## src/rtl/c3po_rpt_fifo.sv

```systemverilog
// c3po_rpt_fifo
//   Synchronous fall-through FIFO for report records.
//   sig_clock/sig_reset : clock, asynchronous active-high reset
//   push, push_data     : write request; accepted when not full, or when full
//                         and a pop happens in the same cycle
//   pop                 : remove head (ignored when empty)
//   full, empty         : occupancy flags
//   head                : current head record, all zeros when empty
module c3po_rpt_fifo #(
    parameter int WIDTH_P = 28,
    parameter int DEPTH_P = 4
) (
    input  logic               sig_clock,
    input  logic               sig_reset,
    input  logic               push,
    input  logic [WIDTH_P-1:0] push_data,
    input  logic               pop,
    output logic               full,
    output logic               empty,
    output logic [WIDTH_P-1:0] head
);
    localparam int AW = $clog2(DEPTH_P);

    // Pointers carry one extra wrap bit so full and empty are distinguishable.
    logic [AW:0]        wr_q, wr_d;
    logic [AW:0]        rd_q, rd_d;
    logic [WIDTH_P-1:0] mem_q [DEPTH_P];
    logic               push_ok;
    logic               pop_ok;

    assign empty   = (wr_q == rd_q);
    assign full    = (wr_q[AW] != rd_q[AW]) && (wr_q[AW-1:0] == rd_q[AW-1:0]);
    assign pop_ok  = pop && !empty;
    assign push_ok = push && (!full || pop_ok);

    // Gate the head so an empty FIFO shows zeros instead of stale storage.
    assign head = empty ? '0 : mem_q[rd_q[AW-1:0]];

    // NOTE: every signal driven here gets a default first, so no path leaves
    // it unassigned and no latch is inferred.
    always_comb begin
        wr_d = wr_q;
        rd_d = rd_q;
        if (push_ok) wr_d = wr_q + (AW+1)'(1);
        if (pop_ok)  rd_d = rd_q + (AW+1)'(1);
    end

    // NOTE: sequential state uses non-blocking assignments so every flop
    // samples pre-edge values regardless of statement order.
    always_ff @(posedge sig_clock or posedge sig_reset) begin
        if (sig_reset) begin
            wr_q <= '0;
            rd_q <= '0;
        end else begin
            wr_q <= wr_d;
            rd_q <= rd_d;
        end
    end

    // NOTE: storage is deliberately not reset; the pointers alone decide
    // which entries are valid, and an unreset array maps onto plain RAM.
    always_ff @(posedge sig_clock) begin
        if (push_ok) mem_q[wr_q[AW-1:0]] <= push_data;
    end

endmodule

```

## config.mk

```make
export PLATFORM = sky130hd
export DESIGN_NAME = c3po_rpt_fifo
export DESIGN_NICKNAME = d
export VERILOG_FILES = /design/src/rtl/c3po_rpt_fifo.sv
export SDC_FILE = /design/constraint.sdc
export NUM_CORES = 1
export LEC_CHECK = 0
export CORE_ASPECT_RATIO = 1.5
export CORE_MARGIN = 4
export CORE_UTILIZATION = 55
export CTS_CLUSTER_SIZE = 14
export DETAILED_ROUTE_END_ITERATION = 16
export PLACE_DENSITY = 0.78
export SYNTH_ARGS = -nofsm -noshare
export SYNTH_HDL_FRONTEND = slang
export SYNTH_SLANG_ARGS = --single-unit
```

## constraint.sdc

```tcl
create_clock -name sig_clock -period 2.55 [get_ports sig_clock]
set_input_delay 0.6375 -clock sig_clock [delete_from_list [all_inputs] [get_ports sig_clock]]
set_output_delay 0.6375 -clock sig_clock [all_outputs]
set_load 0.02 [all_outputs]
```

======== Word-level counts from Yosys, hierarchy flattened ========
Memory sizes are Yosys's and may differ from the RTL's.
Cells that the tools add are included.
storage, ports and cells
  bits in registers ....................... 6
  RAM bits ................................ 112
  memories ................................ 1
  output and inout port bits .............. 30
  bits of input ports ..................... 32
operators by class
  equal/unequal tests ..................... 3
  add/subtract/negate cells ............... 2
  reductions and logical operators ........ 6
  mux-type cells .......................... 3
memories
  memory  depth  width  read ports  clocked after memory_dff  wr ports  line  text
  mem_q   4      28     1           0                         1         27    logic [WIDTH_P-1:0] mem_q [DEPTH_P];
operators by type and width
  cell                                                           number
  28-bit 2-to-1 mux                                              1
  3-bit by 1-bit adder with 3-bit output, second input constant  2
  3-bit == test                                                  1
  1-bit logical AND                                              3
  2-bit == test                                                  1
  1-bit zero test                                                2
  1-bit 2-to-1 mux                                               2
  1-bit logical OR                                               1
  1-bit != test                                                  1

======== Longest topological paths before layout ========
  word-level depth ........................ 7
  depth in mapped cells ................... 5

======== Least setup slack after synthesis ========
Ideal clock, no wire load.
  path kind ............................... reg-to-output
  start ................................... reg rd_q[0]
  end ..................................... out head[10]
  arrival ................................. 1.476 ns
  stages on the path, launching flop included .. 5
  path slack .............................. 0.436 ns
  required time ........................... 1.913 ns
  cell sequence ........................... dfrtp_1 -> buf_6 -> buf_6 -> mux4_2 -> nor2b_2
on the way
  longest elaborated chain between the ends .. 2
  elaborated cells on any way between the ends .. 3
  those cells by class .................... eq/ne: 1; mux: 1; memory: 1
ends and longest elaborated chain
  element                                             line  text
  from (decl)                                         26    logic [AW:0] rd_q, rd_d;
  from (signal assigned)                              56    rd_q <= rd_d;
  memory 4 x 28 bit or 3-bit == test (tied branches)  -
  28-bit 2-to-1 mux (*)                               37    assign head = empty ? '0 : mem_q[rd_q[AW-1:0]];
  to (decl)                                           20    output logic [WIDTH_P-1:0] head
Every way passes the cells marked *; elsewhere a longest branch is shown, timed or not.

======== Worst setup path in the final report ========
  start ................................... reg rd_q[0]
  end ..................................... out head[6]
Same word-level chain as after synthesis.

==> results.json <==
{
  "status": "finished with violations",
  "violated_checks": "negative setup slack",
  "tritoncts": "done",
  "dp_hpwl_mm": 5.65,
  "synth_cell_types": 23,
  "cts-hold-fix-buffers": 0,
  "clk_root_buffer_cell": "clkbuf_16",
  "clk_path_buf_depth": 2,
  "final-max-slew-violation-count": 0,
  "global_route_wire_length_before_repair_mm": 14.3,
  "timing.final.crit_share_pct": 101,
  "detail-route-antenna-nets": 0,
  "synth_top_area_share_pct": 71.1,
  "max_clock_freq_mhz": 390,
  "worstPathMaxFanout": 7,
  "detailedRoute.firstPassIterationCount": 4,
  "grt_antenna_before_repair": 0,
  "globalRouteTotalUtil_pct": 19.8,
  "most-common-layout-cells": "edfxtp_1, clkdlybuf4s50_1, mux4_2, buf_2, buf_4",
  "clkSlewWorstSetupHoldPaths_ps": 50,
  "synthesis.yosys.warnings": 0,
  "cts_inserted_buffers": 17,
  "initial_core_util_pct": 56.2,
  "post_synth_main_area_contributors": "edfxtp_1, mux4_2, dfrtp_1",
  "areaGrowthSynthToFinish_pct": 30.4,
  "min_path_type": "input port to asynchronous set/reset pin",
  "max-cap-violations": 0,
  "grt_start_max_net_pins": 24,
  "overflow": 0,
  "finalCoreUtilization_pct": 73.3,
  "dieWidth_um": 83.7,
  "floorplan.die.height_um": 122,
  "worst_slew_pin_slew_ps": 514,
  "drc": 0,
  "synth.yosys.seq_area_share_pct": 74.3,
  "fin_worst_hold_slack_ps": 478,
  "count_of_h_tree_levels_built_during_cts": 4,
  "worst-endpoint-required_ps": 1910,
  "power.ir.vdd_worst_uv": 948,
  "critPathLaunchType": "flip-flop",
  "drive_above_1_share_pct": 41.4,
  "buffer_ports.inserted": 61,
  "power_leakage_nw": 2.24,
  "syn_avg_cell_area_um2": 22.2,
  "placementRows": 41,
  "layout.cells.most_common": "edfxtp_1",
  "worst_ep_arrival_time_ps": 1930,
  "max_slew_margin_pct": 65.4,
  "core_um2": 8410,
  "netlist_area_um2": 4730,
  "io-pin-count": 62,
  "finalWeightedCongestion": 0.742,
  "timing.final.ws_setup_ps": -13.1,
  "totalWireLength_mm": 9.26,
  "finalHoldViolCount": 0,
  "fin_tns_setup_ps": -13.1,
  "insertion_delay_ps": 410,
  "synthCells": 213,
  "power_density_nw_per_um2": 1420,
  "num-nets-final": 350,
  "routed-via-count": 2398,
  "pre_cts_slack_ps": -13.3,
  "drt_first_iter_violations": 188,
  "antenna-diode-count": 0,
  "synth.ff_latch_count": 118,
  "finalSetupViolCount": 1,
  "cts.sinks": 118,
  "routed_wire_length_per_instance_um": 21.4,
  "vias_per_cell": 5.54,
  "rsz0062_at_grt": "true",
  "worstSetupEndpointType": "output pin",
  "dieArea_um2": 10200,
  "clock_skews_ps": 6.04,
  "synth_largest_area_cell": "edfxtp_1",
  "final_period_minus_worst_setup_slack_ps": 2560,
  "syn-num-nets": 250,
  "first_global_vias": 2564,
  "critPathKind": "flip-flop to output pin"
}
state kept, by name, indices dropped and copies added, names as in the netlist:
signal	flops
mem_q	112
wr_q	3
rd_q	3
cell usage after synthesis:
cell type / count
xnor2_1: 5
nor3_1: 2
xor2_1: 1
inv_1: 4
mux4_2: 28
and2_1: 1
buf_2: 3
xor2_2: 2
edfxtp_1: 112
o311ai_0: 1
o41ai_2: 2
ha_1: 5
nor2b_1: 18
clkbuf_1: 1
dfrtp_1: 6
buf_4: 1
mux2_2: 2
o31ai_1: 1
or4_1: 1
buf_6: 4
nor2b_2: 3
nor2b_4: 7
and3_1: 3
worst paths after layout:
check | start | to | slack [ps] | cells past startpoint
min reg2reg | wr_q[0] | wr_q[0] | 570 | 1
max reg2reg | rd_q[0] | mem_q[2][15] | 390 | 5
min in group sig_clock | wr_q[0] | wr_q[0] | 570 | 1
max | rd_q[0] | head[6] | -10 | 5
max in group asynchronous | sig_reset | wr_q[0] | 1830 | 2
min | sig_reset | rd_q[0] | 480 | 2
cell families (layout without fill, tap and decap cells):
kind of cell | count (synthesis) | after routing | synth area share, %
DFF | 118 | 118 | 74.3
and+or+nand+nor | 35 | 35 | 5.88
muxes | 30 | 30 | 13.8
buffers and inverters | 13 | 126 | 1.83
xor gates and xnor gates | 8 | 8 | 1.80
adders and majority gates | 5 | 5 | 1.32
AOI/OAI and AO/OA | 4 | 4 | 1.03
per-layer routing:
layer  up-vias  part of all wire (%)  GRT usage, %  wire, um
met5         -                     0             0         0
met4         0                   1.7          7.75       156
met3        12                   7.3          6.56       672
met2        95                    54          33.6      4980
met1      1232                    37          23.4      3460
li1       1059                     -             -         -
layout make-up:
cell class                 count  area (um^2)
fill                         526         2250
clock buffer                  19          433
clock inverter                13          114
timing repair buffer          90          798
multi-input combinational     82         1160
tap                          107          134
sequential                   118         3520
inverter                       4         15.0
metrics by stage:
step | power, mW | area, um^2 | cells
after global placement | 6.60 | 5620 | 394
after CTS | 8.74 | 6150 | 434
after floorplan | 5.05 | 4730 | 213
final | 8.74 | 6170 | 433
after detailed placement | 6.69 | 5620 | 394
after global routing | 9.15 | 6170 | 433
power breakdown:
| part | total [mW] | switching [mW] | internal [mW] | leakage, nW |
|---|---|---|---|---|
| combinational | 3.80 | 1.98 | 1.82 | 0.871 |
| sequential | 2.78 | 0.182 | 2.59 | 1.10 |
| clock | 2.16 | 0.758 | 1.41 | 0.274 |
worst max-delay path: stages, from the launching register on:
cell and delay (ps):
dfrtp_2 470, buf_12 170, buf_12 100, mux4_2 500
nor2b_4 150, buf_6 120
timing repair:
| item | 4_1_cts | 5_1_grt |
|---|---|---|
| gates cloned | 1 | 0 |
| buffers inserted | 7 | 3 |
| resized for setup | 119 | 28 |
| endpoints found under the setup margin | 30 | 30 |
| pin swaps | 2 | 0 |
Note: power is estimated with default switching activity, not from simulation.
